`src/rtl/caxi4interconnect_ram_fifo_ctrl.sv`:
```
// ----------------------------------------------------------------------------
// caxi4interconnect_ram_fifo_ctrl
//
// Valid/ready FIFO controller in front of an external dual-port RAM that has a
// synchronous write port and an asynchronous read port. The controller owns
// both RAM ports and drives them from its write and read pointers. A one-entry
// output register sits between the RAM read data and the consumer. Total
// capacity is therefore MEM_DEPTH + 1 entries.
//
// Ports
//   clk_i            rising-edge clock
//   rst_i            synchronous reset, active-high (priority over flush_i)
//   flush_i          synchronous clear of all contents
//   s_valid_i        producer data valid
//   s_ready_o        controller can accept (registered)
//   s_data_i         producer payload
//   m_valid_o        output register holds data (registered)
//   m_ready_i        consumer accepts
//   m_data_o         output register payload (registered)
//   level_o          entries held = RAM occupancy + m_valid_o
//   almost_full_o    registered, level_o >= AFULL_THRESH
//   ram_wr_en_o      RAM write enable
//   ram_wr_addr_o    RAM write address (write pointer)
//   ram_data_in_o    RAM write data (s_data_i, combinational)
//   ram_rd_addr_o    RAM read address (read pointer)
//   ram_data_out_i   RAM read data (asynchronous read)
// ----------------------------------------------------------------------------
module caxi4interconnect_ram_fifo_ctrl #(
  parameter int unsigned MEM_DEPTH    = 1024,
  parameter int unsigned ADDR_WIDTH   = 10,
  parameter int unsigned DATA_WIDTH   = 32,
  parameter int unsigned AFULL_THRESH = 1020
) (
  input  logic                  clk_i,
  input  logic                  rst_i,
  input  logic                  flush_i,

  input  logic                  s_valid_i,
  output logic                  s_ready_o,
  input  logic [DATA_WIDTH-1:0] s_data_i,

  output logic                  m_valid_o,
  input  logic                  m_ready_i,
  output logic [DATA_WIDTH-1:0] m_data_o,

  output logic [ADDR_WIDTH:0]   level_o,
  output logic                  almost_full_o,

  output logic                  ram_wr_en_o,
  output logic [ADDR_WIDTH-1:0] ram_wr_addr_o,
  output logic [DATA_WIDTH-1:0] ram_data_in_o,
  output logic [ADDR_WIDTH-1:0] ram_rd_addr_o,
  input  logic [DATA_WIDTH-1:0] ram_data_out_i
);

  localparam logic [ADDR_WIDTH-1:0] LastPtr  = ADDR_WIDTH'(MEM_DEPTH - 1);
  localparam logic [ADDR_WIDTH:0]   DepthCnt = (ADDR_WIDTH + 1)'(MEM_DEPTH);
  localparam logic [ADDR_WIDTH:0]   AfullLvl = (ADDR_WIDTH + 1)'(AFULL_THRESH);

  logic [ADDR_WIDTH-1:0] wr_ptr_q, wr_ptr_d;
  logic [ADDR_WIDTH-1:0] rd_ptr_q, rd_ptr_d;
  logic [ADDR_WIDTH:0]   ram_count_q, ram_count_d;
  logic                  m_valid_q, m_valid_d;
  logic [DATA_WIDTH-1:0] m_data_q, m_data_d;
  logic                  s_ready_q, s_ready_d;
  logic                  almost_full_q, almost_full_d;
  logic [ADDR_WIDTH:0]   level_d;

  logic wr_fire;
  logic ld;

  // Handshakes. ld uses the registered RAM count, so a word written at an
  // edge cannot be read at that same edge: no write-to-read bypass needed.
  assign wr_fire = s_valid_i & s_ready_q;
  assign ld      = (ram_count_q != '0) & (~m_valid_q | m_ready_i);

  always_comb begin
    wr_ptr_d      = wr_ptr_q;
    rd_ptr_d      = rd_ptr_q;
    ram_count_d   = ram_count_q;
    m_valid_d     = m_valid_q;
    m_data_d      = m_data_q;

    if (wr_fire) begin
      wr_ptr_d = (wr_ptr_q == LastPtr) ? '0 : wr_ptr_q + 1'b1;
    end

    if (ld) begin
      rd_ptr_d  = (rd_ptr_q == LastPtr) ? '0 : rd_ptr_q + 1'b1;
      m_valid_d = 1'b1;
      m_data_d  = ram_data_out_i;
    end else if (m_valid_q && m_ready_i) begin
      m_valid_d = 1'b0;
    end

    unique case ({wr_fire, ld})
      2'b10:   ram_count_d = ram_count_q + 1'b1;
      2'b01:   ram_count_d = ram_count_q - 1'b1;
      default: ram_count_d = ram_count_q;
    endcase

    // Flush discards anything that handshook in this cycle as well.
    if (flush_i) begin
      wr_ptr_d    = '0;
      rd_ptr_d    = '0;
      ram_count_d = '0;
      m_valid_d   = 1'b0;
    end

    // s_ready depends only on next-state registers, never on m_ready_i
    // combinationally; a pop while full re-opens s_ready one cycle later.
    s_ready_d     = (ram_count_d < DepthCnt) & ~flush_i;
    level_d       = ram_count_d + (ADDR_WIDTH + 1)'(m_valid_d);
    almost_full_d = (level_d >= AfullLvl);
  end

  always_ff @(posedge clk_i) begin
    if (rst_i) begin
      wr_ptr_q      <= '0;
      rd_ptr_q      <= '0;
      ram_count_q   <= '0;
      m_valid_q     <= 1'b0;
      m_data_q      <= '0;
      s_ready_q     <= 1'b0;
      almost_full_q <= 1'b0;
    end else begin
      wr_ptr_q      <= wr_ptr_d;
      rd_ptr_q      <= rd_ptr_d;
      ram_count_q   <= ram_count_d;
      m_valid_q     <= m_valid_d;
      m_data_q      <= m_data_d;
      s_ready_q     <= s_ready_d;
      almost_full_q <= almost_full_d;
    end
  end

  assign s_ready_o     = s_ready_q;
  assign m_valid_o     = m_valid_q;
  assign m_data_o      = m_data_q;
  assign level_o       = ram_count_q + (ADDR_WIDTH + 1)'(m_valid_q);
  assign almost_full_o = almost_full_q;

  assign ram_wr_en_o   = wr_fire;
  assign ram_wr_addr_o = wr_ptr_q;
  assign ram_data_in_o = s_data_i;
  assign ram_rd_addr_o = rd_ptr_q;

endmodule

```
`config.mk`:
```
export PLATFORM = sky130hd
export DESIGN_NAME = caxi4interconnect_ram_fifo_ctrl
export DESIGN_NICKNAME = d
export VERILOG_FILES = /design/src/rtl/caxi4interconnect_ram_fifo_ctrl.sv
export SDC_FILE = /design/constraint.sdc
export NUM_CORES = 1
export LEC_CHECK = 0
export BUFFER_PORTS_ARGS = -buffer_cell sky130_fd_sc_hd__buf_4
export CORE_ASPECT_RATIO = 1.1
export CORE_MARGIN = 3
export CORE_UTILIZATION = 42
export DETAILED_ROUTE_END_ITERATION = 16
export GPL_TIMING_DRIVEN = 1
export PLACE_DENSITY = 0.74
export SYNTH_ARGS = -nofsm -noshare
export SYNTH_HDL_FRONTEND = slang
export SYNTH_SLANG_ARGS = --single-unit
```
`constraint.sdc`:
```
create_clock -name clk_i -period 3.6 [get_ports clk_i]
set_input_delay 0.18 -clock clk_i [delete_from_list [all_inputs] [get_ports clk_i]]
set_output_delay 0.18 -clock clk_i [all_outputs]
set_load 0.01 [all_outputs]
```
==> summary.txt, run 1 <==
Status
  • Status: finished clean

Worst setup path
  • Kind of cell adding the most delay to the critical path: simple AND/OR/NAND/NOR gates
  • Peak fanout along the critical path: 12
  • Critical path class: register to register
  • Slowest stage cell, crit path: sky130_fd_sc_hd__or4b_1
  • Most frequent cell on the critical path: sky130_fd_sc_hd__nand3_1
  • Crit path launch: ram_count_q[1]
  • Data arrival time of the worst path: 3.58 ns
  • Ordered list of cells on the worst path: nor4_2 -> nand3_1 -> nand2b_1 -> inv_1 -> ha_4 -> ha_1 -> and2_4 -> or4_4 -> o2111ai_1 -> nand3_1 -> or4b_1 -> o211ai_2 -> o31ai_1
  • Setup crit end kind: register
  • Crit path largest cell delay: 0.56 ns
  • Required time of the critical path: 3.83 ns
  • Kind of start point of the critical path: register
  • Start of the worst register-to-register path: ram_count_q[1]
  • Number of buffers and inverters on the critical path: 1

Routing
  • Post-detailed-routing wire length: 9200 um
  • Met1 routed wirelength after detailed routing: 3700 um
  • Count of antenna-violating nets left after detailed routing: 0
  • Total vias in the final route: 3348
  • Total length of routed met3 wires: 618 um
  • 1st-iter DRT viols: 172
  • Average detailed-routed wire length per instance: 14.4 um
  • Post-route DRC: 0
  • Pre-Repair DR Iteration Count: 5
  • Wire length on met2: 4580 um
  • Top routing layer in use: met4
  • Vias per cell: 5.23

Power
  • Peak supply drop: 0.370 mV
  • Power density cells: 928 nW/um^2
  • Static leakage: 2.04 nW
  • Power, Total: 4.19 mW

Clock network
  • CTS root buf: sky130_fd_sc_hd__clkbuf_8
  • Clk sink count: 66
  • Num CTS Buffers: 9
  • Maximum number of buffers from clock root to sink: 2
  • Clk slew on worst S/H paths: 0.07 ns
  • Number of levels the H-tree was split into: 3
  • TritonCTS clock tree: built
  • Buffers inserted by post-CTS timing repair: 0
  • Skew-Pair Late Insertion Delay: 0.34 ns
  • CTS Hold Bufs: 0
  • Number of instances resized during post-cts repair: 0

Final layout
  • Area growth, synth to finish: 26.4%
  • # nets final: 613
  • Antenna cells: 0
  • Layout cell share with drive strength beyond 1: 27.1%
  • Fin util: 55.9%

Global route
  • First-pass GRT wire length: 15000 um
  • Overall routing resource usage: 19.3%
  • Overall overflow remaining after global route: 0
  • Maximum number of pins on one net before global-route repair: 38
  • Number of global-route vias before repair: 3298
  • Number of antenna violations at the first check in global routing: 0

Logic synthesis
  • Avg Inst Size Synth: 7.94 um^2
  • Most used DFF post-synth: sky130_fd_sc_hd__dfxtp_1
  • Netlist area before placement: 3570 um^2
  • Number of nets produced by synthesis: 536
  • Number of distinct library cells after synthesis: 56
  • Number of register bits inferred by synthesis: 66
  • Post-synth EDFFs: 0
  • Synth warn: 0
  • Share of synthesized flip-flops with an asynchronous set or reset: 0%
  • Instance count of the mapped netlist: 450
  • Portion of the post-synthesis area used by sequential elements: 37.0%

Placed design
  • Port Buf Inserts: 103
  • Final Wtd Congestion: 0.927
  • HPWL reported at the end of detailed placement: 6890 um

Timing
  • Max_slew headroom: 62.2%
  • Count of endpoints failing hold in the final timing report: 0
  • Slew @ Worst Pin: 0.552 ns
  • Final critical-path share of the clock period: 92.8%
  • Final setup violation count: 0
  • Final max-slew violation count: 0
  • Setup Skew: 0.00512 ns
  • Time the final worst path needs with I/O delays and setup: 3.34 ns
  • Maximum frequency from static timing analysis: 0.299 GHz
  • Setup repair after global routing missed its margin: no
  • Setup_tns: 0 ns

Floorplanning
  • Ports placed on the boundary: 168
  • Area inside the core boundary: 8080 um^2
  • Row cnt: 34
  • Chip Height: 103 um
  • Starting Density: 44.2%
  • Die ar.: 9650 um^2
  • Width of the chip: 93.9 um

Hold path
  • Kind of path behind the tightest hold check: input pin to register
  • Critical hold path startpoint: ram_data_out_i[25]

Flow run
  • Max cap viols: 0
-- power breakdown --
part | internal, mW | leakage [nW] | switching, mW
clock network | 0.428 | 0.117 | 0.288
registers | 0.926 | 0.541 | 0.106
logic | 1.06 | 1.38 | 1.38
-- worst reg2reg max path, stage by stage (launching register included) --
cell                        delay [ns]
sky130_fd_sc_hd__dfxtp_1          0.32
sky130_fd_sc_hd__nor4_2           0.27
sky130_fd_sc_hd__nand3_1          0.14
sky130_fd_sc_hd__nand2b_1         0.13
sky130_fd_sc_hd__inv_1            0.08
sky130_fd_sc_hd__ha_4             0.22
sky130_fd_sc_hd__ha_1             0.35
sky130_fd_sc_hd__and2_4           0.19
sky130_fd_sc_hd__or4_4            0.41
sky130_fd_sc_hd__o2111ai_1        0.21
sky130_fd_sc_hd__nand3_1          0.14
sky130_fd_sc_hd__or4b_1           0.56
sky130_fd_sc_hd__o211ai_2         0.14
sky130_fd_sc_hd__o31ai_1          0.08
-- synth_stat cells, types with 2 or more instances --
cell                        count  area share (%)
sky130_fd_sc_hd__mux2i_1        2            0.56
sky130_fd_sc_hd__o31ai_1        2            0.42
sky130_fd_sc_hd__a21oi_1       46             6.4
sky130_fd_sc_hd__and3_1        11             1.9
sky130_fd_sc_hd__buf_1          3            0.32
sky130_fd_sc_hd__and2_2         2            0.42
sky130_fd_sc_hd__nand2b_1       2            0.35
sky130_fd_sc_hd__nand4_1        2            0.35
sky130_fd_sc_hd__o2111ai_1      2            0.49
sky130_fd_sc_hd__a2111oi_0      3            0.74
sky130_fd_sc_hd__or3_1          3            0.53
sky130_fd_sc_hd__inv_1          6            0.63
sky130_fd_sc_hd__and2_1         2            0.35
sky130_fd_sc_hd__nor2b_1        2            0.35
sky130_fd_sc_hd__o21ai_0        8             1.1
sky130_fd_sc_hd__a211oi_1       4            0.84
sky130_fd_sc_hd__dfxtp_1       66              37
sky130_fd_sc_hd__nor3_1         3            0.42
sky130_fd_sc_hd__and4_1         2            0.49
sky130_fd_sc_hd__clkbuf_1      11             1.2
sky130_fd_sc_hd__nor2_1        42             4.4
sky130_fd_sc_hd__ha_1          16             5.6
sky130_fd_sc_hd__nand2_1       91             9.6
sky130_fd_sc_hd__a21o_1         2            0.42
sky130_fd_sc_hd__nand3_1       17             2.4
sky130_fd_sc_hd__o211ai_1       5             1.1
sky130_fd_sc_hd__o21a_1         2            0.42
sky130_fd_sc_hd__xor2_1        16             3.9
sky130_fd_sc_hd__xnor2_1       12             2.9
sky130_fd_sc_hd__nor3b_1        3            0.63
sky130_fd_sc_hd__nor4_1         3            0.53
sky130_fd_sc_hd__buf_2          3            0.42
sky130_fd_sc_hd__buf_4         33             6.9
-- cell usage in the layout (no fill, tap or decap), drive strengths merged, types with 4 or more instances in the layout --
master | synthesis | layout
xnor2 | 12 | 12
xor2 | 16 | 16
nand3 | 17 | 17
buf | 39 | 117
dfxtp | 66 | 66
ha | 16 | 16
o211ai | 6 | 6
inv | 6 | 6
and3 | 11 | 11
clkbuf | 12 | 12
o21ai | 9 | 9
and2 | 5 | 5
nand2 | 91 | 91
a211oi | 4 | 4
nor2 | 42 | 42
a21oi | 46 | 46
-- routing by layer --
layer | track usage (%) | up-vias
li1 | - | 1663
met1 | 22.2 | 1537
met2 | 33.6 | 111
met3 | 4.74 | 37
met4 | 9.33 | 0
met5 | 0 | -
-- flip-flops by register name, summed over array words and instances, names as in the netlist --
signal,flops
m_valid_o,1
ram_rd_addr_o,10
s_ready_o,1
almost_full_o,1
ram_count_q,11
ram_wr_addr_o,10
m_data_o,32
-- path summary, 6_finish.rpt --
path | to | slack, ns | cells past startpoint
worst max register to register | almost_full_o | 0.26 | 13
worst min-delay path | m_data_o[25] | 0.08 | 3
worst max-delay path | almost_full_o | 0.26 | 13
worst min register to register | m_data_o[30] | 0.45 | 2
-- cells by family after synthesis --
kind of cell               Yosys count  synth area share (%)
muxes                                3                 0.876
DFF                                 66                  37.0
adders and majority gates           17                  6.17
buffers and inverters               58                  9.71
xor gates and xnor gates            28                  6.87
AOI/OAI and AO/OA                   84                  14.5
and+or+nand+nor                    194                  24.9
-- per-stage QoR --
stage               instances  hold WS, ns  cell area (um^2)  setup WS (ns)
floorplan                 450        0.316              3590         0.0310
global placement          624        0.360              4280          0.280
detailed placement        624        0.360              4280          0.233
CTS                       640       0.0607              4510          0.228
global route              640       0.0721              4510         0.0386
finish                    640       0.0751              4510          0.257
-- cell type report --
cell class                 instances  area [um^2]
fill                             763         3570
multi-input combinational        326         1920
sequential                        66         1320
timing repair buffer             117          878
clock buffer                      12          155
tap                              108          135
clock inverter                     4         73.8
inverter                           7         26.3
No activity file was read; power rests on OpenSTA's default activity.
==> run 2, diff against run 1 <==
--- a/config.mk
+++ b/config.mk
@@ -8,10 +8,10 @@
 export BUFFER_PORTS_ARGS = -buffer_cell sky130_fd_sc_hd__buf_4
 export CORE_ASPECT_RATIO = 1.1
 export CORE_MARGIN = 3
-export CORE_UTILIZATION = 42
+export CORE_UTILIZATION = 43
 export DETAILED_ROUTE_END_ITERATION = 16
 export GPL_TIMING_DRIVEN = 1
-export PLACE_DENSITY = 0.74
+export PLACE_DENSITY = 0.73
 export SYNTH_ARGS = -nofsm -noshare
 export SYNTH_HDL_FRONTEND = slang
 export SYNTH_SLANG_ARGS = --single-unit
==> constraint.sdc (replaced) <==
create_clock -name clk_i -period 4.25 [get_ports clk_i]
set_input_delay 0.2125 -clock clk_i [delete_from_list [all_inputs] [get_ports clk_i]]
set_output_delay 0.2125 -clock clk_i [all_outputs]
set_load 0.01 [all_outputs]
==> run 2 against run 1 <==
  * Clock power is 19% lower
  * Die area is 2.2% lower
  * Sequential power is 12% lower
  * Setup slack better by 0.38 ns
  * Power is 19% lower
  * Largest cell class unchanged
  * Largest power group unchanged
  * Highest routed layer unchanged
==> summary.txt, run 2 (synthesis gave the netlist of run 1 again) <==
Worst setup path
  • Setup crit end kind: register
  • Kind of start point of the critical path: register
  • Ordered list of cells on the worst path: nor4_1 -> nand3_1 -> nand2b_1 -> inv_1 -> ha_1 -> ha_1 -> and2_4 -> or4_4 -> o2111ai_1 -> nand3_1 -> or4b_1 -> o211ai_2 -> o31ai_1
  • Required time of the critical path: 4.47 ns (+0.64 ns)
  • Slowest stage cell, crit path: sky130_fd_sc_hd__or4b_1
  • Data arrival time of the worst path: 3.83 ns (+0.25 ns)
  • Peak fanout along the critical path: 12 (unchanged)
  • Critical path class: register to register
  • Crit path largest cell delay: 0.55 ns (about the same)

Power
  • Power density cells: 774 nW/um^2 (-17%)
  • Static leakage: 1.97 nW (-3.3%)
  • Peak supply drop: 0.366 mV (-1.1%)
  • Power, Total: 3.41 mW (-19%)

Clock network
  • Buffers inserted by post-CTS timing repair: 0 (unchanged)
  • Num CTS Buffers: 9 (unchanged)
  • Skew-Pair Late Insertion Delay: 0.33 ns (about the same)
  • CTS Hold Bufs: 0 (unchanged)
  • Clk slew on worst S/H paths: 0.07 ns (about the same)
  • TritonCTS clock tree: built
  • Clk sink count: 66 (unchanged)
  • Maximum number of buffers from clock root to sink: 2 (unchanged)
  • Number of instances resized during post-cts repair: 0 (unchanged)
  • Number of levels the H-tree was split into: 3 (unchanged)
  • CTS root buf: sky130_fd_sc_hd__clkbuf_8

Timing
  • Max_slew headroom: 59.1% (-3.1 points)
  • Final critical-path share of the clock period: 85.0% (-7.9 points)
  • Time the final worst path needs with I/O delays and setup: 3.61 ns (+0.269 ns)
  • Setup Skew: 0.00688 ns (+0.00175 ns)
  • Final setup violation count: 0 (unchanged)
  • Slew @ Worst Pin: 0.604 ns (+0.0523 ns)
  • Count of endpoints failing hold in the final timing report: 0 (unchanged)
  • Final max-slew violation count: 0 (unchanged)
  • Maximum frequency from static timing analysis: 0.277 GHz (-7.4%)
  • Setup_tns: 0 ns (unchanged)
  • Setup repair after global routing missed its margin: no

Floorplanning
  • Die ar.: 9430 um^2 (-2.2%)
  • Width of the chip: 92.9 um (-1.1%)
  • Ports placed on the boundary: 168 (unchanged)
  • Chip Height: 102 um (-1.1%)
  • Starting Density: 44.6% (+0.47 points)
  • Row cnt: 34 (unchanged)
  • Area inside the core boundary: 8000 um^2 (-1.1%)

Routing
  • Met1 routed wirelength after detailed routing: 3720 um (+0.73%)
  • Total vias in the final route: 3336 (-0.36%)
  • Pre-Repair DR Iteration Count: 4 (-1)
  • Total length of routed met3 wires: 671 um (+8.6%)
  • Wire length on met2: 4490 um (-2.1%)
  • 1st-iter DRT viols: 151 (-12%)
  • Post-route DRC: 0 (unchanged)
  • Vias per cell: 5.30 (+1.4%)
  • Post-detailed-routing wire length: 9100 um (-1.2%)
  • Count of antenna-violating nets left after detailed routing: 0 (unchanged)
  • Top routing layer in use: met4
  • Average detailed-routed wire length per instance: 14.5 um (+0.57%)

Status
  • Status: finished clean

Final layout
  • Layout cell share with drive strength beyond 1: 25.1% (-1.9 points)
  • # nets final: 602 (-1.8%)
  • Area growth, synth to finish: 23.2%
  • Antenna cells: 0 (unchanged)
  • Most common library cell in the layout ignoring fill and taps: sky130_fd_sc_hd__buf_4
  • Leading cell types in the layout, fill and taps excluded: sky130_fd_sc_hd__buf_4, sky130_fd_sc_hd__nand2_1, sky130_fd_sc_hd__dfxtp_1
  • Count of non-filler cells in the finished layout: 629 (-1.7%)
  • Layout filler cell count: 782 (+2.5%)
  • Flip-flop count of the largest register, all copies and words added: 32 (unchanged)

Hold path
  • Kind of path behind the tightest hold check: input pin to register

Global route
  • Overall overflow remaining after global route: 0 (unchanged)
  • Maximum number of pins on one net before global-route repair: 38 (unchanged)
  • First-pass GRT wire length: 15100 um (+0.74%)
  • Number of global-route vias before repair: 3287 (-0.33%)
  • Number of antenna violations at the first check in global routing: 0 (unchanged)
  • Overall routing resource usage: 19.7% (+0.39 points)

Flow run
  • Max cap viols: 0 (unchanged)

Placed design
  • Port Buf Inserts: 103 (unchanged)
  • Cell count after placement: 613 (-1.8%)
  • HPWL reported at the end of detailed placement: 6710 um (-2.6%)
  • Final Wtd Congestion: 0.861 (-7.1%)
[run 2: per-stage QoR]
step                instance area, um^2  hold slack (ns)  worst slack (ns)  utilization [%]
floorplan                          3570            0.348             0.429                -
global placement                   4180            0.425             0.771             52.3
detailed placement                 4180            0.425             0.698             52.3
CTS                                4400            0.101             0.662             55.0
global route                       4400            0.108             0.403             55.0
finish                             4400            0.122             0.639             55.0
[run 2: worst max-delay path, delay by kind of cell (launching register included)]
kind,cells,cell delay [ns]
and+or+nand+nor,7,1.82
adders and majority gates,2,0.75
AOI/OAI and AO/OA,3,0.45
DFF,1,0.39
buffers and inverters,1,0.06
[run 2: power breakdown]
group | internal (mW) | total, mW | switching [mW]
Clock | 0.345 | 0.584 | 0.240
Sequential | 0.785 | 0.909 | 0.124
Combinational | 0.799 | 1.91 | 1.11
[run 2: final timing paths]
path	slack, ns	to	cells after the start	start
worst max-delay path	0.64	almost_full_o	13	ram_count_q[2]
worst min-delay path	0.12	m_data_o[16]	3	ram_data_out_i[16]
worst min register to register	0.46	m_data_o[16]	2	m_data_o[16]
worst max register to register	0.64	almost_full_o	13	ram_count_q[2]
[run 2: layout make-up]
class	count	area [um^2]	area share, %
tap	108	135	3.07
inverter	7	26.3	0.597
sequential	66	1320	30.0
multi-input combinational	326	1900	43.2
clock buffer	11	141	3.21
timing repair buffer	106	796	18.1
clock inverter	5	77.6	1.76
[run 2: layer usage]
layer / vias up / GRT usage (%)
met3: 23 / 7.13
met4: 0 / 8.00
met2: 113 / 34.1
met1: 1560 / 22.0
met5: - / 0
li1: 1640 / -
